## config.mk

```make
export PLATFORM = sky130hd
export DESIGN_NAME = adder_seq_ctrl
export DESIGN_NICKNAME = d
export VERILOG_FILES = /design/src/rtl/adder_seq_ctrl.sv
export SDC_FILE = /design/constraint.sdc
export NUM_CORES = 1
export LEC_CHECK = 0
export CORE_AREA = 2 2 163 117
export CTS_CLUSTER_DIAMETER = 200
export DETAILED_ROUTE_END_ITERATION = 10
export DIE_AREA = 0 0 165 119
export PLACE_DENSITY = 0.85
export SLEW_MARGIN = 20
export SYNTH_ARGS = -nofsm -noshare
export SYNTH_HDL_FRONTEND = slang
export SYNTH_SLANG_ARGS = --single-unit
export TNS_END_PERCENT = 20
```

## constraint.sdc

```tcl
create_clock -name clk -period 7.4 [get_ports clk]
set_input_delay 0.74 -clock clk [delete_from_list [all_inputs] [get_ports clk]]
set_output_delay 0.74 -clock clk [all_outputs]
set_load 0.02 [all_outputs]
```

## src/rtl/adder_seq_ctrl.sv

```systemverilog
`default_nettype none
// ============================================================================
// Module      : adder_seq_ctrl
// Description : Multi-precision add sequencer driving one shared 16-bit adder,
//               one word per clock, LSW first, carry chained in a register.
// Revision    : 1.0 - initial release
// ============================================================================
module adder_seq_ctrl #(
  parameter int NUM_WORDS = 4,
  parameter int WORD_W    = 16
) (
  input  logic                        clk,
  input  logic                        rst,
  input  logic                        start,
  input  logic [NUM_WORDS*WORD_W-1:0] op_a,
  input  logic [NUM_WORDS*WORD_W-1:0] op_b,
  input  logic                        carry_in,
  output logic                        ready,
  output logic                        busy,
  output logic                        done,
  output logic [NUM_WORDS*WORD_W-1:0] result,
  output logic                        overflow,
  output logic [WORD_W-1:0]           adder_a,
  output logic [WORD_W-1:0]           adder_b,
  output logic                        adder_cin,
  input  logic [WORD_W-1:0]           adder_sum,
  input  logic                        adder_overflow
);

  localparam int              IDX_W    = (NUM_WORDS > 1) ? $clog2(NUM_WORDS) : 1;
  localparam logic [IDX_W-1:0] LAST_IDX = IDX_W'(NUM_WORDS - 1);

  localparam logic [1:0] S_IDLE = 2'd0;
  localparam logic [1:0] S_ADD  = 2'd1;
  localparam logic [1:0] S_DONE = 2'd2;

  logic [1:0]        state_q, state_d;
  logic [IDX_W-1:0]  idx_q;
  logic              carry_q;
  logic              overflow_q;
  logic [WORD_W-1:0] a_q      [NUM_WORDS];
  logic [WORD_W-1:0] b_q      [NUM_WORDS];
  logic [WORD_W-1:0] result_q [NUM_WORDS];

  always_ff @(posedge clk or posedge rst) begin
    if (rst) state_q <= S_IDLE;
    else     state_q <= state_d;
  end

  always_comb begin
    state_d = state_q;
    case (state_q)
      S_IDLE:  if (start) state_d = S_ADD;
      S_ADD:   if (idx_q == LAST_IDX) state_d = S_DONE;
      S_DONE:  state_d = S_IDLE;
      default: state_d = S_IDLE;
    endcase
  end

  // Adder inputs are forced to zero outside ADD so the shared datapath is quiet.
  always_comb begin
    ready     = 1'b0;
    busy      = 1'b0;
    done      = 1'b0;
    adder_a   = '0;
    adder_b   = '0;
    adder_cin = 1'b0;
    case (state_q)
      S_IDLE: ready = 1'b1;
      S_ADD: begin
        busy      = 1'b1;
        adder_a   = a_q[idx_q];
        adder_b   = b_q[idx_q];
        adder_cin = carry_q;
      end
      S_DONE:  done = 1'b1;
      default: ;
    endcase
  end

  always_ff @(posedge clk or posedge rst) begin
    if (rst) begin
      idx_q      <= '0;
      carry_q    <= 1'b0;
      overflow_q <= 1'b0;
      for (int w = 0; w < NUM_WORDS; w++) begin
        a_q[w]      <= '0;
        b_q[w]      <= '0;
        result_q[w] <= '0;
      end
    end else begin
      case (state_q)
        S_IDLE: begin
          if (start) begin
            for (int w = 0; w < NUM_WORDS; w++) begin
              a_q[w] <= op_a[w*WORD_W +: WORD_W];
              b_q[w] <= op_b[w*WORD_W +: WORD_W];
            end
            carry_q <= carry_in;
            idx_q   <= '0;
          end
        end
        S_ADD: begin
          result_q[idx_q] <= adder_sum;
          carry_q         <= adder_overflow;
          if (idx_q == LAST_IDX) begin
            overflow_q <= adder_overflow;
            idx_q      <= '0;
          end else begin
            idx_q <= idx_q + 1'b1;
          end
        end
        default: ;
      endcase
    end
  end

  for (genvar w = 0; w < NUM_WORDS; w++) begin : g_pack
    assign result[w*WORD_W +: WORD_W] = result_q[w];
  end

  assign overflow = overflow_q;

endmodule
`default_nettype wire

```

==> results of run 1 <==
## logic make-up after synthesis
| group | after synthesis | share of synthesized area [%] |
|---|---|---|
| compound gates | 38 | 2.82 |
| fa+ha+maj | 4 | 0.588 |
| mux | 257 | 34.4 |
| flops | 198 | 58.2 |
| simple gates | 15 | 1.22 |
| buf+inv | 37 | 2.72 |
## Yosys cell counts (2+ instances only)
cell	instances	share of area, %
mux2_4	30	5.3
ha_1	4	0.59
mux2_1	13	1.7
o31ai_1	2	0.18
o22ai_1	32	2.4
buf_4	10	0.88
nor2_1	2	0.088
buf_2	17	1.0
dfrtp_1	198	58
buf_6	3	0.40
nand2_1	4	0.18
nand2_4	3	0.40
mux2i_1	64	7.5
mux2_2	150	20
inv_1	4	0.18
## state kept, by name (all words and copies together) (netlist names)
signal,cells
overflow,1
carry_q,1
a_q,64
state_q,2
idx_q,2
b_q,64
result,64
## per-stage QoR
step / area (um2) / util, %
floorplan: 8510 / -
global placement: 11200 / 60.8
detailed placement: 11200 / 60.8
CTS: 11800 / 64.1
global route: 11800 / 64.2
finish: 11800 / 64.2
## final timing paths
path,from,endpoint,slack [ps],cells after the start
max,state_q[1],adder_b[10],3710,6
min,b_q[3],b_q[3],490,1
max reg2reg,state_q[0],a_q[51],4890,4
min reg2reg,b_q[3],b_q[3],490,1
max in group asynchronous,rst,a_q[52],5260,3
min in group asynchronous,rst,result[49],890,2
## critical path, delay by kind of cell (launching register included)
kind	cells	cell delay [ps]
buffers and inverters	3	1240
AND/OR/NAND/NOR	2	530
AO/OA/AOI/OAI	1	280
flip-flops	1	460
## cell type report
type / count / area share, %
clock buffers: 18 / 3.73
repair buffers: 255 / 21.6
well taps: 242 / 2.57
flip-flops and latches: 198 / 42.1
inverters: 5 / 0.223
diodes: 1 / 0.0213
clock inverters: 13 / 1.47
multi-input cells: 314 / 28.3
## routing by layer
layer | part of all wire (%) | vias to the layer above
li1 | - | 2478
met1 | 45 | 2811
met2 | 45 | 184
met3 | 9.5 | 15
met4 | 0.71 | 2
met5 | 0.063 | -
## where the power goes
part	internal [mW]	total [mW]	switching (mW)
Combinational	1.49	2.74	1.25
Sequential	1.64	1.98	0.336
Clock	0.547	0.973	0.427
==> results.cfg, run 1 <==
[run_status]
status = finished clean

[clock_tree]
tritoncts = yes
cts_sinks = 198
hold_buffers = 0
clockBufferDepth = 2
cts-htree-levels = 4
path_clk_slew_ps = 70
clock_latency_ps = 420
cts_resized = 0
root_buffer = clkbuf_16
cts_setup_buffers = 0
cts_inserted_buffers = 17

[global_routing]
grt_max_degree = 120
grt_pass1_vias = 5791
antenna_found_initial = 2
grt_util_met2_pct = 32.0
grtUsageTotal_pct = 20.9
grt_use_met1_pct = 28.2
grt_overflow = 0
top_usage_layer = met2
grt_pass1_wl_um = 31600
met3_usage_pct = 8.43

[min_path]
hp-class = flip-flop to flip-flop

[sta]
setup_ws_ps = 3710
rsz0062_at_grt = false
setup_viol = 0
fmax_ghz = 0.271
finClkSkew_ps = 10.4
setup_tns_ps = 0
hold_viol_final = 0
drv_slew = 0
tightest_slew_ps = 857
hold_slack_ps = 491
fin_crit_sh_pct = 49.8
maxSlewHeadroom_pct = 42.9
post-route-min-period_ps = 3690

[power_and_ir_drop]
power_density_nw_per_um2 = 483
ir_worst_vdd_uv = 269
p_leak_nw = 4.97
totalPowerFinal_mw = 5.69

[synth]
synthCells = 549
syn_avg_cell_area_um2 = 15.5
synth_top_flop_cell = dfrtp_1
synth_edf_count = 0
synth-seq-cells = 198
yosys_warnings = 0
synthesis.nets = 702
yosysSeqAreaShare_pct = 58.2
netlist_area_um2 = 8510
synth.distinct_cells = 28
async_flop_share_pct = 100

[final_layout]
fillers = 1369
fin_nets = 944
drive_above_1_share_pct = 28.0
mostFrequentLayoutCell = clkdlybuf4s50_1
seq_area_um2 = 4960
layout.cells.non_filler = 1046
multi_input_area_um2 = 3330
final_cell_mix = 249 x clkdlybuf4s50_1, 197 x dfrtp_1, 150 x mux2_2
area_growth_pct = 38.4

[floorplanning]
rows = 42
io_pins = 250
die_w_um = 165
start_util_pct = 46.4
die_height_um = 119
core_area_um2 = 18300
die-area_um2 = 19600

[detailed_routing]
drc = 0
vias_per_cell = 5.25
vias = 5490
wl_um = 20500
drt_iter0_markers = 386
wl_per_cell_um = 19.6
ant_nets = 0
drtPass1Iterations = 4

[setup_path]
path_cells = nand2b_1, inv_2, nand2_1, buf_4, o22ai_1, clkdlybuf4s50_1
crit_path_end_kind = primary output
critical_path_required_ps = 6660
worstSetupStartpointType = flip-flop
worstSetupPathType = flip-flop to primary output
critPathMaxStageDelay_ps = 650
cp_max_fo = 23
worstPathArrival_ps = 2950
cp_slowest_cell = clkdlybuf4s50_1

[run]
maxCapViolCount = 0

[place]
routabilityCongestion = 0.757
dp_hpwl_um = 14000
place_ws_ps = 3940
io_buffers = 249
dpl.cell_count = 1014
(Power assumes the default switching activity.)
==> run 2: changes to the inputs <==
==> constraint.sdc (replaced) <==
create_clock -name clk -period 3.43 [get_ports clk]
set_input_delay 0.343 -clock clk [delete_from_list [all_inputs] [get_ports clk]]
set_output_delay 0.343 -clock clk [all_outputs]
set_load 0.02 [all_outputs]
==> run 2 against run 1 <==
Against the previous run:
- via count fell by 0.60%
- total power rose by 110%
- clock skew fell by 2.7 ps
- count of clock-buffer cells in the layout did not move
- first-iteration DRC count fell by 22%
- combinational power rose by 120%
- critical path depth did not move
- non-clock buffer count rose by 4
- cell count rose by 0.38%
- sequential power rose by 120%
- utilization rose by 0.27 points
- largest power group unchanged
- highest routed layer is now met4
==> results.cfg, run 2 (same netlist as run 1, synthesis figures left out) <==
[place]
routabilityCongestion = 0.777
io_buffers = 249
dp_hpwl_um = 14300
placed_area_um2 = 11200

[clock_tree]
clock_latency_ps = 430
cts_setup_buffers = 0
cts_resized = 0
cts-htree-levels = 4
cts_inserted_buffers = 17
cts_sinks = 198
hold_buffers = 0
tritoncts = yes
root_buffer = clkbuf_16
path_clk_slew_ps = 70
clockBufferDepth = 2

[setup_path]
crit_path_end_kind = primary output
path_cells = nand2b_1, inv_2, nand2_1, buf_4, o22ai_1, clkdlybuf4s50_1
worstSetupPathType = flip-flop to primary output
r2r_cells = 5
cp_max_fo = 32
ff2ff_setup_slack_ps = 1350
worstSetupStartpointType = flip-flop
path_delay_family = buffers and inverters
worstPathArrival_ps = 2670
regToRegStartpoint = idx_q[1]
cp_slowest_cell = clkdlybuf4s50_1
critPathMaxStageDelay_ps = 660
r2r_end = result[25]
critPathBufInv = 3
critical_path_required_ps = 3090

[final_layout]
fillers = 1375
mostFrequentLayoutCell = clkdlybuf4s50_1
n_antenna_cell = 0
fin_nets = 948
drive_above_1_share_pct = 28.5
postLayoutCellArea_um2 = 11800
final_cell_mix = 249 x clkdlybuf4s50_1, 197 x dfrtp_1, 150 x mux2_2
area_growth_pct = 39.0

[floorplanning]
start_util_pct = 46.4
core_area_um2 = 18300
rows = 42
die_height_um = 119
die_w_um = 165
die-area_um2 = 19600
io_pins = 250

[global_routing]
antenna_found_initial = 1
grtUsageTotal_pct = 21.2
grt_pass1_vias = 5715
grt_max_degree = 125
grt_overflow = 0
grt_pass1_wl_um = 31600

[power_and_ir_drop]
combPwrFrac_pct = 49.1
power_density_nw_per_um2 = 1030
totalPowerFinal_mw = 12.2
clkPwrFrac_pct = 16.0
p_sw_share_pct = 36.1
netSwitchingPower_mw = 4.40
ir_worst_vdd_uv = 553
p_leak_nw = 4.99
seqPwrFrac_pct = 34.9
internal_power_mw = 7.79

[detailed_routing]
vias_per_cell = 5.20
ant_nets = 0
wl_um = 20300
drt_iter0_markers = 301
wl_per_cell_um = 19.3
drc = 0
vias = 5457
drtPass1Iterations = 4

[sta]
tightest_slew_ps = 708
finClkSkew_ps = 7.71
setup_tns_ps = 0
fmax_ghz = 0.331
fin_crit_sh_pct = 88.0
rsz0062_at_grt = false
hold_slack_ps = 155
drv_slew = 0
setup_viol = 0
post-route-min-period_ps = 3020
maxSlewHeadroom_pct = 52.8
hold_viol_final = 0

[run]
maxCapViolCount = 0

[run_status]
status = finished clean

[min_path]
hp-class = input port to async pin
==> run 2: cell count changes in the layout (fill, tap and decap cells not counted), moves of 2 or more <==
cell,before,now
buf_12,0,5
buf_6,2,0
bufinv_16,3,0
clkinv_4,0,2
clkinv_8,0,3
inv_6,1,4
inv_8,4,2
==> run 2: worst max-delay path by stage <==
stage	slack, ps	to	depth (start not counted)	start
final	410	adder_b[10]	6	state_q[1]
after global routing	290	adder_a[11]	6	state_q[1]
after CTS	410	adder_a[11]	6	state_q[1]
after detailed placement	900	adder_a[11]	6	state_q[1]
after global placement	920	adder_b[10]	6	state_q[1]
after floorplan	530	a_q[0]	1	rst
==> run 2: power by group through the flow <==
stage | Clock (mW) | Combinational, mW | Sequential [mW]
detailed placement | 0 | 6.01 | 4.31
finish | 1.95 | 5.98 | 4.26
floorplan | 0 | 3.39 | 4.56
global placement | 0 | 5.89 | 4.24
global route | 2.10 | 6.36 | 4.41
CTS | 2.00 | 6.03 | 4.27
==> run 2: cell type report <==
class                      instances  area (um2)  share of cell area [%]
multi-input combinational        314        3330                    28.1
inverter                           5        22.5                   0.190
clock inverter                    14         144                    1.22
sequential                       198        4960                    41.9
clock buffer                      18         439                    3.71
tap                              242         303                    2.56
timing repair buffer             259        2630                    22.2
==> run 2: layer usage <==
layer / up-vias / GRT usage [%] / share of wire, %
li1: 2492 / - / -
met1: 2767 / 28.8 / 44
met2: 181 / 31.9 / 45
met3: 17 / 8.01 / 9.3
met4: 0 / 5.60 / 1.3
met5: - / 0 / 0
==> run 2: through the flow <==
step           cells  setup WS [ps]  utilization, %
3_5_place_dp    1018            900            61.3
4_1_cts         1050            410            64.5
6_report        1050            412            64.5
3_3_place_gp    1018            922            61.3
5_1_grt         1050            292            64.5
2_1_floorplan    549            527               -
